## src/rtl/reg_share_arbiter.sv

```systemverilog
// Round-robin arbiter granting exclusive ownership of one shared storage register.
// Ownership ends when the owner drops req or after MAX_HOLD cycles, with a timeout pulse on forced revoke.
module reg_share_arbiter #(
    parameter int N_REQ    = 4,
    parameter int WIDTH    = 8,
    parameter int MAX_HOLD = 15
) (
    input  logic                   clk,
    input  logic                   rst,
    input  logic [N_REQ-1:0]       req,
    input  logic [N_REQ-1:0]       we,
    input  logic [N_REQ*WIDTH-1:0] wdata,
    output logic [N_REQ-1:0]       gnt,
    output logic [1:0]             owner_id,
    output logic                   busy,
    output logic [WIDTH-1:0]       q,
    output logic                   timeout
);

    localparam logic [0:0] STATE_IDLE  = 1'b0;
    localparam logic [0:0] STATE_GRANT = 1'b1;
    localparam logic [7:0] MAX_HOLD_C  = 8'(MAX_HOLD);

    logic [0:0]       state_q, state_d;
    logic [1:0]       owner_q, owner_d;
    logic [1:0]       rr_ptr_q, rr_ptr_d;
    logic [7:0]       hold_cnt_q, hold_cnt_d;
    logic [WIDTH-1:0] q_q, q_d;
    logic             timeout_q, timeout_d;

    logic             pick_found;
    logic [1:0]       pick_idx;
    logic [1:0]       scan_idx;
    logic [WIDTH-1:0] owner_wdata;

    // Upward search from rr_ptr, wrapping 3 -> 0; the first requester seen wins.
    always_comb begin
        pick_found = 1'b0;
        pick_idx   = rr_ptr_q;
        scan_idx   = rr_ptr_q;
        for (int i = 0; i < N_REQ; i++) begin
            scan_idx = rr_ptr_q + 2'(i);
            if (!pick_found && req[scan_idx]) begin
                pick_found = 1'b1;
                pick_idx   = scan_idx;
            end
        end
    end

    always_comb begin
        owner_wdata = '0;
        for (int i = 0; i < N_REQ; i++) begin
            if (owner_q == 2'(i)) begin
                owner_wdata = wdata[i*WIDTH +: WIDTH];
            end
        end
    end

    always_comb begin
        state_d    = state_q;
        owner_d    = owner_q;
        rr_ptr_d   = rr_ptr_q;
        hold_cnt_d = hold_cnt_q;
        q_d        = q_q;
        timeout_d  = 1'b0;
        case (state_q)
            STATE_IDLE: begin
                if (pick_found) begin
                    state_d    = STATE_GRANT;
                    owner_d    = pick_idx;
                    hold_cnt_d = 8'd1;
                end
            end
            STATE_GRANT: begin
                // The owner's write lands even on the edge that ends its ownership.
                if (we[owner_q]) begin
                    q_d = owner_wdata;
                end
                if (!req[owner_q] || (hold_cnt_q == MAX_HOLD_C)) begin
                    state_d    = STATE_IDLE;
                    owner_d    = 2'd0;
                    rr_ptr_d   = owner_q + 2'd1;
                    hold_cnt_d = 8'd0;
                    timeout_d  = req[owner_q];
                end else if (hold_cnt_q < MAX_HOLD_C) begin
                    hold_cnt_d = hold_cnt_q + 8'd1;
                end
            end
            default: begin
                state_d    = STATE_IDLE;
                owner_d    = 2'd0;
                hold_cnt_d = 8'd0;
            end
        endcase
    end

    always_ff @(posedge clk or negedge rst) begin
        if (!rst) begin
            state_q    <= STATE_IDLE;
            owner_q    <= 2'd0;
            rr_ptr_q   <= 2'd0;
            hold_cnt_q <= 8'd0;
            q_q        <= '0;
            timeout_q  <= 1'b0;
        end else begin
            state_q    <= state_d;
            owner_q    <= owner_d;
            rr_ptr_q   <= rr_ptr_d;
            hold_cnt_q <= hold_cnt_d;
            q_q        <= q_d;
            timeout_q  <= timeout_d;
        end
    end

    always_comb begin
        busy     = (state_q == STATE_GRANT);
        owner_id = busy ? owner_q : 2'd0;
        q        = q_q;
        timeout  = timeout_q;
        for (int i = 0; i < N_REQ; i++) begin
            gnt[i] = busy && (owner_q == 2'(i));
        end
    end

endmodule

```

## config.mk

```make
export PLATFORM = sky130hd
export DESIGN_NAME = reg_share_arbiter
export DESIGN_NICKNAME = d
export VERILOG_FILES = /design/src/rtl/reg_share_arbiter.sv
export SDC_FILE = /design/constraint.sdc
export NUM_CORES = 1
export LEC_CHECK = 0
export BUFFER_PORTS_ARGS = -buffer_cell sky130_fd_sc_hd__buf_2
export CORE_MARGIN = 3
export CORE_UTILIZATION = 50
export CTS_CLUSTER_DIAMETER = 30
export DETAILED_ROUTE_END_ITERATION = 12
export GPL_TIMING_DRIVEN = 1
export PLACE_DENSITY_LB_ADDON = 0.25
export SKIP_CTS_REPAIR_TIMING = 1
export SLEW_MARGIN = 10
export SYNTH_ARGS = -nofsm -noshare
export SYNTH_HDL_FRONTEND = slang
export SYNTH_SLANG_ARGS = --single-unit
```

## constraint.sdc

```tcl
create_clock -name clk -period 4.25 [get_ports clk]
set_clock_uncertainty 0.2 [all_clocks]
set_input_delay 0.2125 -clock clk [delete_from_list [all_inputs] [get_ports clk]]
set_output_delay 0.2125 -clock clk [all_outputs]
set_load 0.1 [all_outputs]
```

# Yosys cells after proc, flatten, opt, wreduce, memory -nomap -nowiden
# Cells that the tools add are included.
[word_totals]
register_bits = 22
inputBits = 42
output_inout_bits = 16
elab_cells = 78
[classes]
addsub = 5
magnitude_cmp = 6
n_eq_ne = 7
mux = 36
bitwise = 1
reduce_logical = 17
[ops]
columns = ["op", "n"]
rows = [
  ["$mux 8", 7],
  ["$pmux 8 s2", 1],
  ["$lt 2x3->1 const B", 5],
  ["$mux 1", 14],
  ["$bmux 1 s2", 6],
  ["$mux 2", 6],
  ["$add 8x1->8 const B", 1],
  ["$eq 8x4->1 const B", 1],
  ["$lt 8x4->1 const B", 1],
  ["$reduce_and 2->1", 4],
  ["$logic_and 1x1->1", 7],
  ["$add 2x1->2 const B", 2],
  ["$add 2x2->2 const B", 2],
  ["$eq 2x2->1 const B", 2],
  ["$logic_not 1->1", 4],
  ["$pmux 2 s2", 1],
  ["$ne 3x1->1 const B", 1],
  ["$eq 2x1->1 const B", 1],
  ["$logic_not 2->1", 1],
  ["$ne 2x1->1 const B", 1],
  ["$ne 2x2->1 const B", 1],
  ["$pmux 1 s2", 1],
  ["$logic_or 1x1->1", 1],
  ["$not 1->1", 1],
]

# Logic depth before layout (Yosys ltp)
# Gate-level depths: netlist (run 1).
[depth]
ltp_word = 14
mapped_depth = 8
depth_no_buf = 6

# Worst setup path after synthesis (run 1)
# Ideal clock, no wire load.
[synth_path]
path_type = "register to output"
start = "register state_q (netlist: busy)"
end = "output port gnt[0]"
arrival_ns = 2.082
required_ns = 3.838
setup_slack_ns = 1.755
path_stages_with_launch = 3
n_path_buf = 1
path_cell_list = "dfrtp_1 -> clkbuf_1 -> and2_1"
[synth_via]
elab_chain_cells = 1
[synth_lines]
columns = ["item", "line_no", "source"]
rows = [
  ["start, declared", "24", "logic [0:0] state_q, state_d;"],
  ["start signal, assigned", "106", "state_q <= state_d;"],
  ["$logic_and 1x1->1", "121", "gnt[i] = busy && (owner_q == 2'(i));"],
  ["end, declared", "13", "output logic [N_REQ-1:0] gnt,"],
]
# No other way between the ends.

# Final worst setup path (run 1)
[layout_path]
start = "register owner_q[0]"
end = "output port gnt[2]"
[layout_via]
elab_chain_cells = 2
[layout_lines]
columns = ["item", "line_no", "source"]
rows = [
  ["start, declared", "25", "logic [1:0] owner_q, owner_d;"],
  ["start signal, assigned", "107", "owner_q <= owner_d;"],
  ["$eq 2x2->1", "121", ""],
  ["$logic_and 1x1->1", "121", ""],
]
# No other way between the ends.

==> results.cfg, run 1 <==
[cells_and_area]
diodes = 0
fin_util = 0.681
finalNetCount = 265
instances_no_fill = 247
fillers = 227
syn_to_final_growth_pct = 24.5
layout-drive-gt1-share = 0.313

[logic_synthesis]
synth_seq_area_share = 0.392
synth_top_area_share = 0.392
syn-num-nets = 211
synth_common_cells = 22 x dfrtp_1, 21 x nand2_1, 20 x o21ai_0, 18 x a21oi_1, 15 x inv_1
syn_inst = 164
async_reset_ff_frac = 1.00
synth.most_common_cell = dfrtp_1
synth_area_sq_um = 1410
syn_area_per_cell_sq_um = 8.57
synthFlopType = dfrtp_1
synth_area_leaders = dfrtp_1 39%, o21ai_0 7.1%, a21oi_1 6.4%, nand2_1 5.6%, and2_1 5.3%
synth_area_leader_cell = dfrtp_1
synth_seq_cells = 22
synth_edf_count = 0
synthDistinctLibCells = 31
ys_warn_count = 0

[place]
post-dp-hpwl_mm = 2.61
dp_cells = 242
gp_congestion = 0.816
numPortBuffers = 57

[critical_path]
cpLargestDelayFamily = buffers and inverters
critPathBufInv = 2
crit_fanout = 17
cp_data_arrival_time_ps = 2060
criticalPathCategory = register to primary output
crit_path_end_kind = primary output
crit_path_max_incr_delay_ps = 510
crit_slowest_cell = ha_1
required_ps = 3840
cp-start-kind = register
path_cells = inv_1, ha_1, and2_1, buf_2

[cts]
tritoncts = done
cts_made_buffers = 3
cts_sinks = 22
clkLatencyLatePin_ps = 310
clk_pin_slew_worst_paths_ps = 130
htree_levels = 1
cts_max_path_buffers = 2
root_buffer = clkbuf_4

[timing]
rsz0062_at_grt = false
max_slew_margin = 0.631
hold_ws_ps = 14.2
period_share = 0.581
setup_tns_ps = 0
setup_viol = 0
maxSlewViolCount = 0
fmax_mhz = 405
finalCriticalPeriod_ps = 2470
worst_slew_pin_slew_ps = 549
finalHoldViolations = 0

[drt]
wl_met1_mm = 1.50
first_iter_violations = 39
wl_met3_microns = 287
ant_nets = 0
wl_per_cell_microns = 13.5
vias = 1357
via_per_inst = 5.49
routed_wl_mm = 3.35
top_layer_used = met4
first_pass_iters = 4
wl_met2_mm = 1.51
drc = 0

[floorplan]
initial_core_util = 0.547
rows = 18
io_pins = 58
core_sq_um = 2570
dieArea_sq_um = 3480
fp.dieW_microns = 59.0
dieHeight_microns = 59.0

[power]
power_density_nw_per_um2 = 825
ir_drop_mv = 0.539
power_mw = 1.44
p_leak_nw = 0.921

[grt]
grt_usage = 0.204
antenna_found_initial = 0
grt_pass1_vias = 1256
grt_pass1_wl_mm = 5.46
grt.overflow.total = 0
grt_max_degree = 23

[hold_path]
min_path_type = primary input to register

[outcome]
run_status = complete, no violations

[flow_run]
maxCapViolCount = 0
==> layer usage <==
metal,up-vias,GRT usage
met5,-,0
met4,0,0.0583
met3,4,0.0327
met2,73,0.325
met1,591,0.287
li1,689,-
==> where the power goes <==
group | internal, mW | total, mW | switching [mW]
clock | 0.0954 | 0.161 | 0.0658
sequential | 0.279 | 0.353 | 0.0739
combinational | 0.230 | 0.929 | 0.699
==> final timing paths <==
path,startpoint,end,slack (ps),cells past startpoint
max in group asynchronous,rst,rr_ptr_q[1],3360,2
max,owner_q[0],gnt[2],1780,4
min in group asynchronous,rst,hold_cnt_q[3],170,2
max reg2reg,owner_q[0],q[5],2250,6
min reg2reg,q[4],q[4],290,2
min,wdata[26],q[2],10,3
==> state kept, by name (all words and copies together) (netlist names) <==
signal and flops:
busy 1, hold_cnt_q 8, owner_q 2, q 8, rr_ptr_q 2, timeout 1
==> cell families after synthesis <==
| logic type | share of synthesized area |
|---|---|
| buffers and inverters | 0.0721 |
| adder cells (fa/ha/maj) | 0.0445 |
| AO/OA/AOI/OAI | 0.273 |
| AND/OR/NAND/NOR | 0.166 |
| flip-flops | 0.392 |
| multiplexers | 0.0525 |
==> cells in the final DEF, fill, tap and decap left out, types with 2 or more instances in the layout <==
cell	count
o21ai_2	2
a21oi_1	18
dfrtp_1	22
clkbuf_4	3
and3_1	2
o21ai_0	20
a221oi_1	2
inv_1	15
nand2_1	21
o2bb2ai_1	3
nor2b_1	2
nand2b_1	2
ha_1	5
o22ai_1	3
buf_2	57
a22oi_1	9
and2_1	12
a31oi_1	4
nor2_1	2
==> through the flow <==
step | setup WS (ps) | instance area (sq um)
after floorplan | 1760 | 1410
after global placement | 2180 | 1690
after detailed placement | 2150 | 1690
after CTS | 1790 | 1740
after global routing | 1650 | 1750
final | 1780 | 1750
==> final cells by class <==
type                    count  area [sq um]  share of cell area
multi-input cells         117           753               0.431
inverters                  16          60.1              0.0343
clock inverters             1          30.0              0.0172
flip-flops and latches     22           551               0.315
well taps                  30          37.5              0.0215
repair buffers             58           295               0.169
clock buffers               3          22.5              0.0129
==> worst reg2reg max path, cell delays in order (launching register included) <==
cell	delay (ps)
dfrtp_1	510
inv_1	110
ha_1	400
a21oi_1	190
o21ai_0	120
a22oi_1	240
o21ai_0	110
(Power assumes the default switching activity.)
==> run 2: changes to the inputs <==
ABC_AREA = 1   (was default)
CORE_UTILIZATION = 49   (was 50)
clock period = 2.6 ns   (was 4.25 ns; I/O delays follow)
==> results.cfg, run 2 <==
[grt]
grt_pass1_wl_mm = 6.15
grt_max_degree = 23
grt.overflow.total = 0
grt_usage = 0.186
antenna_found_initial = 0
grt_pass1_vias = 1361

[floorplan]
initial_core_util = 0.518
rows = 20
fp.dieW_microns = 63.1
dieArea_sq_um = 3980
io_pins = 58
dieHeight_microns = 63.1
core_sq_um = 3080

[drt]
routed_wl_mm = 3.86
via_per_inst = 5.00
first_iter_violations = 157
wl_per_cell_microns = 11.7
ant_nets = 0
vias = 1654
drc = 0
first_pass_iters = 4

[timing]
finalCriticalPeriod_ps = 2360
setup_viol = 0
hold_ws_ps = -17.3
period_share = 0.908
fmax_mhz = 424
max_slew_margin = 0.592
setup_tns_ps = 0
rsz0062_at_grt = false
worst_slew_pin_slew_ps = 612
finalHoldViolations = 1
maxSlewViolCount = 0

[logic_synthesis]
syn-num-nets = 272
synth_edf_count = 0
synth_area_leader_cell = dfrtp_1
async_reset_ff_frac = 1.00
synth_area_leaders = dfrtp_1 35%, nand2_1 15%, nand3_1 7.5%, nor2_1 5.6%, inv_1 4.5%
synth_top_area_share = 0.345
synthDistinctLibCells = 33
syn_area_per_cell_sq_um = 7.09
synth_seq_cells = 22
synth.most_common_cell = nand2_1
synthFlopType = dfrtp_1
syn_inst = 225
ys_warn_count = 0
synth_common_cells = 64 x nand2_1, 24 x nand3_1, 24 x nor2_1, 22 x dfrtp_1, 19 x inv_1
synth_area_sq_um = 1600
synth_seq_area_share = 0.345

[critical_path]
r2r-end = q[2]
cp_data_arrival_time_ps = 2030
criticalPathCategory = register to primary output
regToRegStartpoint = owner_q[0]
worstSetupStartpoint = owner_q[0]
worstRegToRegCells = 6
required_ps = 2270
crit_path_end_kind = primary output
crit_end = gnt[3]
rrSetupSlack_ps = 600
crit_fanout = 17
cp-start-kind = register

[power]
ir_drop_mv = 0.683
power_density_nw_per_um2 = 1480
p_leak_nw = 1.06

[cts]
clkLatencyLatePin_ps = 300
root_buffer = clkbuf_4
clk_pin_slew_worst_paths_ps = 120
cts_sinks = 22
cts_made_buffers = 3
cts_max_path_buffers = 2
htree_levels = 1
tritoncts = done

[place]
post-dp-hpwl_mm = 2.98
numPortBuffers = 57
gp_congestion = 0.875

[cells_and_area]
layout_commonest_cell = nand2_1
finalNetCount = 335
fin_util = 0.658
syn_to_final_growth_pct = 26.9
final_cell_mix = 64 x nand2_1, 57 x buf_2, 24 x nand3_1, 24 x nor2_1, 22 x dfrtp_1
layout-drive-gt1-share = 0.289
diodes = 0

[outcome]
run_status = complete, but fails checks
violations = hold timing

[hold_path]
min_path_type = primary input to register

[flow_run]
maxCapViolCount = 0
-- run 2: cell types whose count changed after synthesis, sizes merged, moves of 9 or more --
cell and delta:
a21oi -14, a22oi -9, and2 -12, nand2 +51, nand3 +24, nor2 +27, o21ai -12
-- run 2: final cells by class --
class | count | area (sq um)
sequential | 22 | 551
fill | 282 | 1050
clock buffer | 4 | 36.3
timing repair buffer | 66 | 373
inverter | 23 | 88.8
tap | 44 | 55.1
multi-input combinational | 172 | 921
-- run 2: power breakdown --
| part | internal [mW] | leakage (nW) | switching [mW] |
|---|---|---|---|
| registers | 0.468 | 0.272 | 0.123 |
| logic | 0.564 | 0.768 | 1.66 |
| clock network | 0.0854 | 0.0210 | 0.101 |
| total | 1.12 | 1.06 | 1.89 |
-- run 2: worst max-delay path: stages (launching register included) --
cell and delay [ps]:
dfrtp_1 540, ha_1 600, nand2_1 100, inv_1 70, buf_2 410
-- run 2: stage by stage --
stage / instances / worst slack [ps] / hold slack (ps) / instance area [sq um] / total power, mW
2_1_floorplan: 225 / 335 / -366 / 1600 / 2.44
3_3_place_gp: 319 / 617 / -85.0 / 1910 / 2.80
3_5_place_dp: 319 / 584 / -82.3 / 1910 / 2.81
4_1_cts: 323 / 221 / -416 / 1940 / 3.00
5_1_grt: 331 / 71.4 / 17.0 / 2020 / 3.22
6_report: 331 / 240 / -17.3 / 2020 / 3.00
-- run 2: how the worst min path moves through the flow --
stage | startpoint | end | slack, ps | cells after the start
global placement | rst | q[5] | -90 | 1
finish | wdata[30] | q[6] | -20 | 4
detailed placement | rst | q[3] | -80 | 1
global route | wdata[30] | q[6] | 20 | 4
CTS | rst | q[3] | -420 | 1
floorplan | rst | busy | -370 | 0
-- run 2: cells by family after synthesis --
family / count (synthesis) / share of synthesized area
simple gates: 132 / 0.380
compound gates: 32 / 0.141
xor+xnor: 3 / 0.0165
flops: 22 / 0.345
buf+inv: 31 / 0.0776
fa+ha+maj: 5 / 0.0392
-- run 2: layer usage --
metal / wire, microns / up-vias / global-route usage
met2: 1740 / 57 / 0.295
met1: 1830 / 731 / 0.267
met3: 270 / 4 / 0.0357
met5: 0 / - / 0
li1: - / 862 / -
met4: 21 / 0 / 0.0331
==> run 3: changes to the inputs <==
ABC_AREA = default   (was 1)
CORE_UTILIZATION = 48   (was 49)
==> results.cfg, run 3 (synthesized netlist as in run 1, its figures left out) <==
[outcome]
run_status = complete, no violations

[critical_path]
crit_fanout = 17
critPathBufInv = 2
regToRegStartpoint = owner_q[0]
cp_data_arrival_time_ps = 2050
worstRegToRegCells = 6
rrSetupSlack_ps = 570
path_cells = inv_1, ha_1, and2_1, buf_2
crit_path_max_incr_delay_ps = 500
cp-start-kind = register
cpLargestDelayFamily = buffers and inverters
crit_path_end_kind = primary output
r2r-end = q[7]
criticalPathCategory = register to primary output
crit_slowest_cell = dfrtp_1
required_ps = 2270
worstSetupStartpoint = owner_q[0]

[cells_and_area]
syn_to_final_growth_pct = 31.4
layout-drive-gt1-share = 0.304
layout_commonest_cell = buf_2
final_cell_mix = 57 x buf_2, 22 x dfrtp_1, 21 x nand2_1
diodes = 0
finalNetCount = 275
fin_util = 0.701

[drt]
ant_nets = 0
first_pass_iters = 4
via_per_inst = 5.58
routed_wl_mm = 3.82
vias = 1434
first_iter_violations = 69
drc = 0
wl_per_cell_microns = 14.9

[hold_path]
worstHoldPathCells = 3
holdPathEnd = owner_q[1]
min_from = req[2]
min_path_type = primary input to register

[timing]
period_share = 0.916
rsz0062_at_grt = false
setup_tns_ps = 0
maxSlewViolCount = 0
hold_ws_ps = 3.14
finalCriticalPeriod_ps = 2380
setup_ws_ps = 220
finalHoldViolations = 0
setup_viol = 0
fmax_mhz = 420
max_slew_margin = 0.605
worst_slew_pin_slew_ps = 588

[cts]
clk_pin_slew_worst_paths_ps = 120
clkLatencyLatePin_ps = 310
root_buffer = clkbuf_4
tritoncts = done
cts_made_buffers = 3
cts_sinks = 22
cts_max_path_buffers = 2
htree_levels = 1

[floorplan]
rows = 18
io_pins = 58
dieHeight_microns = 60.1
dieArea_sq_um = 3610
initial_core_util = 0.533
fp.dieW_microns = 60.1
core_sq_um = 2640

[flow_run]
maxCapViolCount = 0

[place]
gp_congestion = 0.875
numPortBuffers = 57
post-dp-hpwl_mm = 2.81
place_ws_ps = 576

[power]
power_mw = 2.40
power_density_nw_per_um2 = 1300
p_leak_nw = 0.964
ir_drop_mv = 1.41

[grt]
grt.overflow.total = 0
grt_usage = 0.202
grt_pass1_wl_mm = 5.60
antenna_found_initial = 0
grt_pass1_vias = 1289
grt_max_degree = 23
## run 3: cell count changes in the layout (fill, tap and decap cells not counted), moves of 4 or more
cell	previous run	this run
nor2_2	4	0
and2_1	0	12
a21oi_1	2	18
inv_1	19	15
a311o_1	7	0
nor2_1	24	2
nand2_1	64	21
a22oi_1	0	9
o21ai_0	8	20
nand2_4	5	0
nand3_1	24	0
## run 3: worst max-delay path by stage
stage          endpoint  slack, ps  cells past startpoint
6_report         gnt[2]        220                      4
5_1_grt          gnt[2]         30                      4
4_1_cts          gnt[2]        220                      4
3_5_place_dp     gnt[2]        580                      4
3_3_place_gp     gnt[2]        640                      4
2_1_floorplan    gnt[0]        190                      2
## run 3: per-layer routing
layer | vias up | track usage | share of wire
met5 | - | 0 | 0
met4 | 0 | 0.0475 | 0.0071
met3 | 6 | 0.0583 | 0.078
met2 | 68 | 0.321 | 0.50
met1 | 657 | 0.271 | 0.42
li1 | 703 | - | -
## run 3: final cells by class
cell class	count	area, sq um
Clock buffer	3	22.5
Fill cell	224	788
Timing Repair Buffer	68	393
Clock inverter	1	30.0
Tap cell	30	37.5
Inverter	16	60.1
Sequential cell	22	551
Multi-Input combinational cell	117	753
## run 3: per-stage QoR
stage | instance area (sq um) | instances
after floorplan | 1410 | 164
after global placement | 1690 | 243
after detailed placement | 1690 | 243
after CTS | 1750 | 247
after global routing | 1850 | 257
final | 1850 | 257
## run 3: worst register-to-register path, stage by stage, from the launching register on
cell     delay [ps]
dfrtp_1         530
inv_1           110
ha_1            400
a21oi_1         220
o21ai_0         160
a22oi_1         200
o21ai_0         100
## run 3: where the power goes
part           internal, mW  leakage, nW  switching, mW
clock                 0.156       0.0279          0.105
sequential            0.456        0.284          0.126
combinational         0.388        0.653           1.16
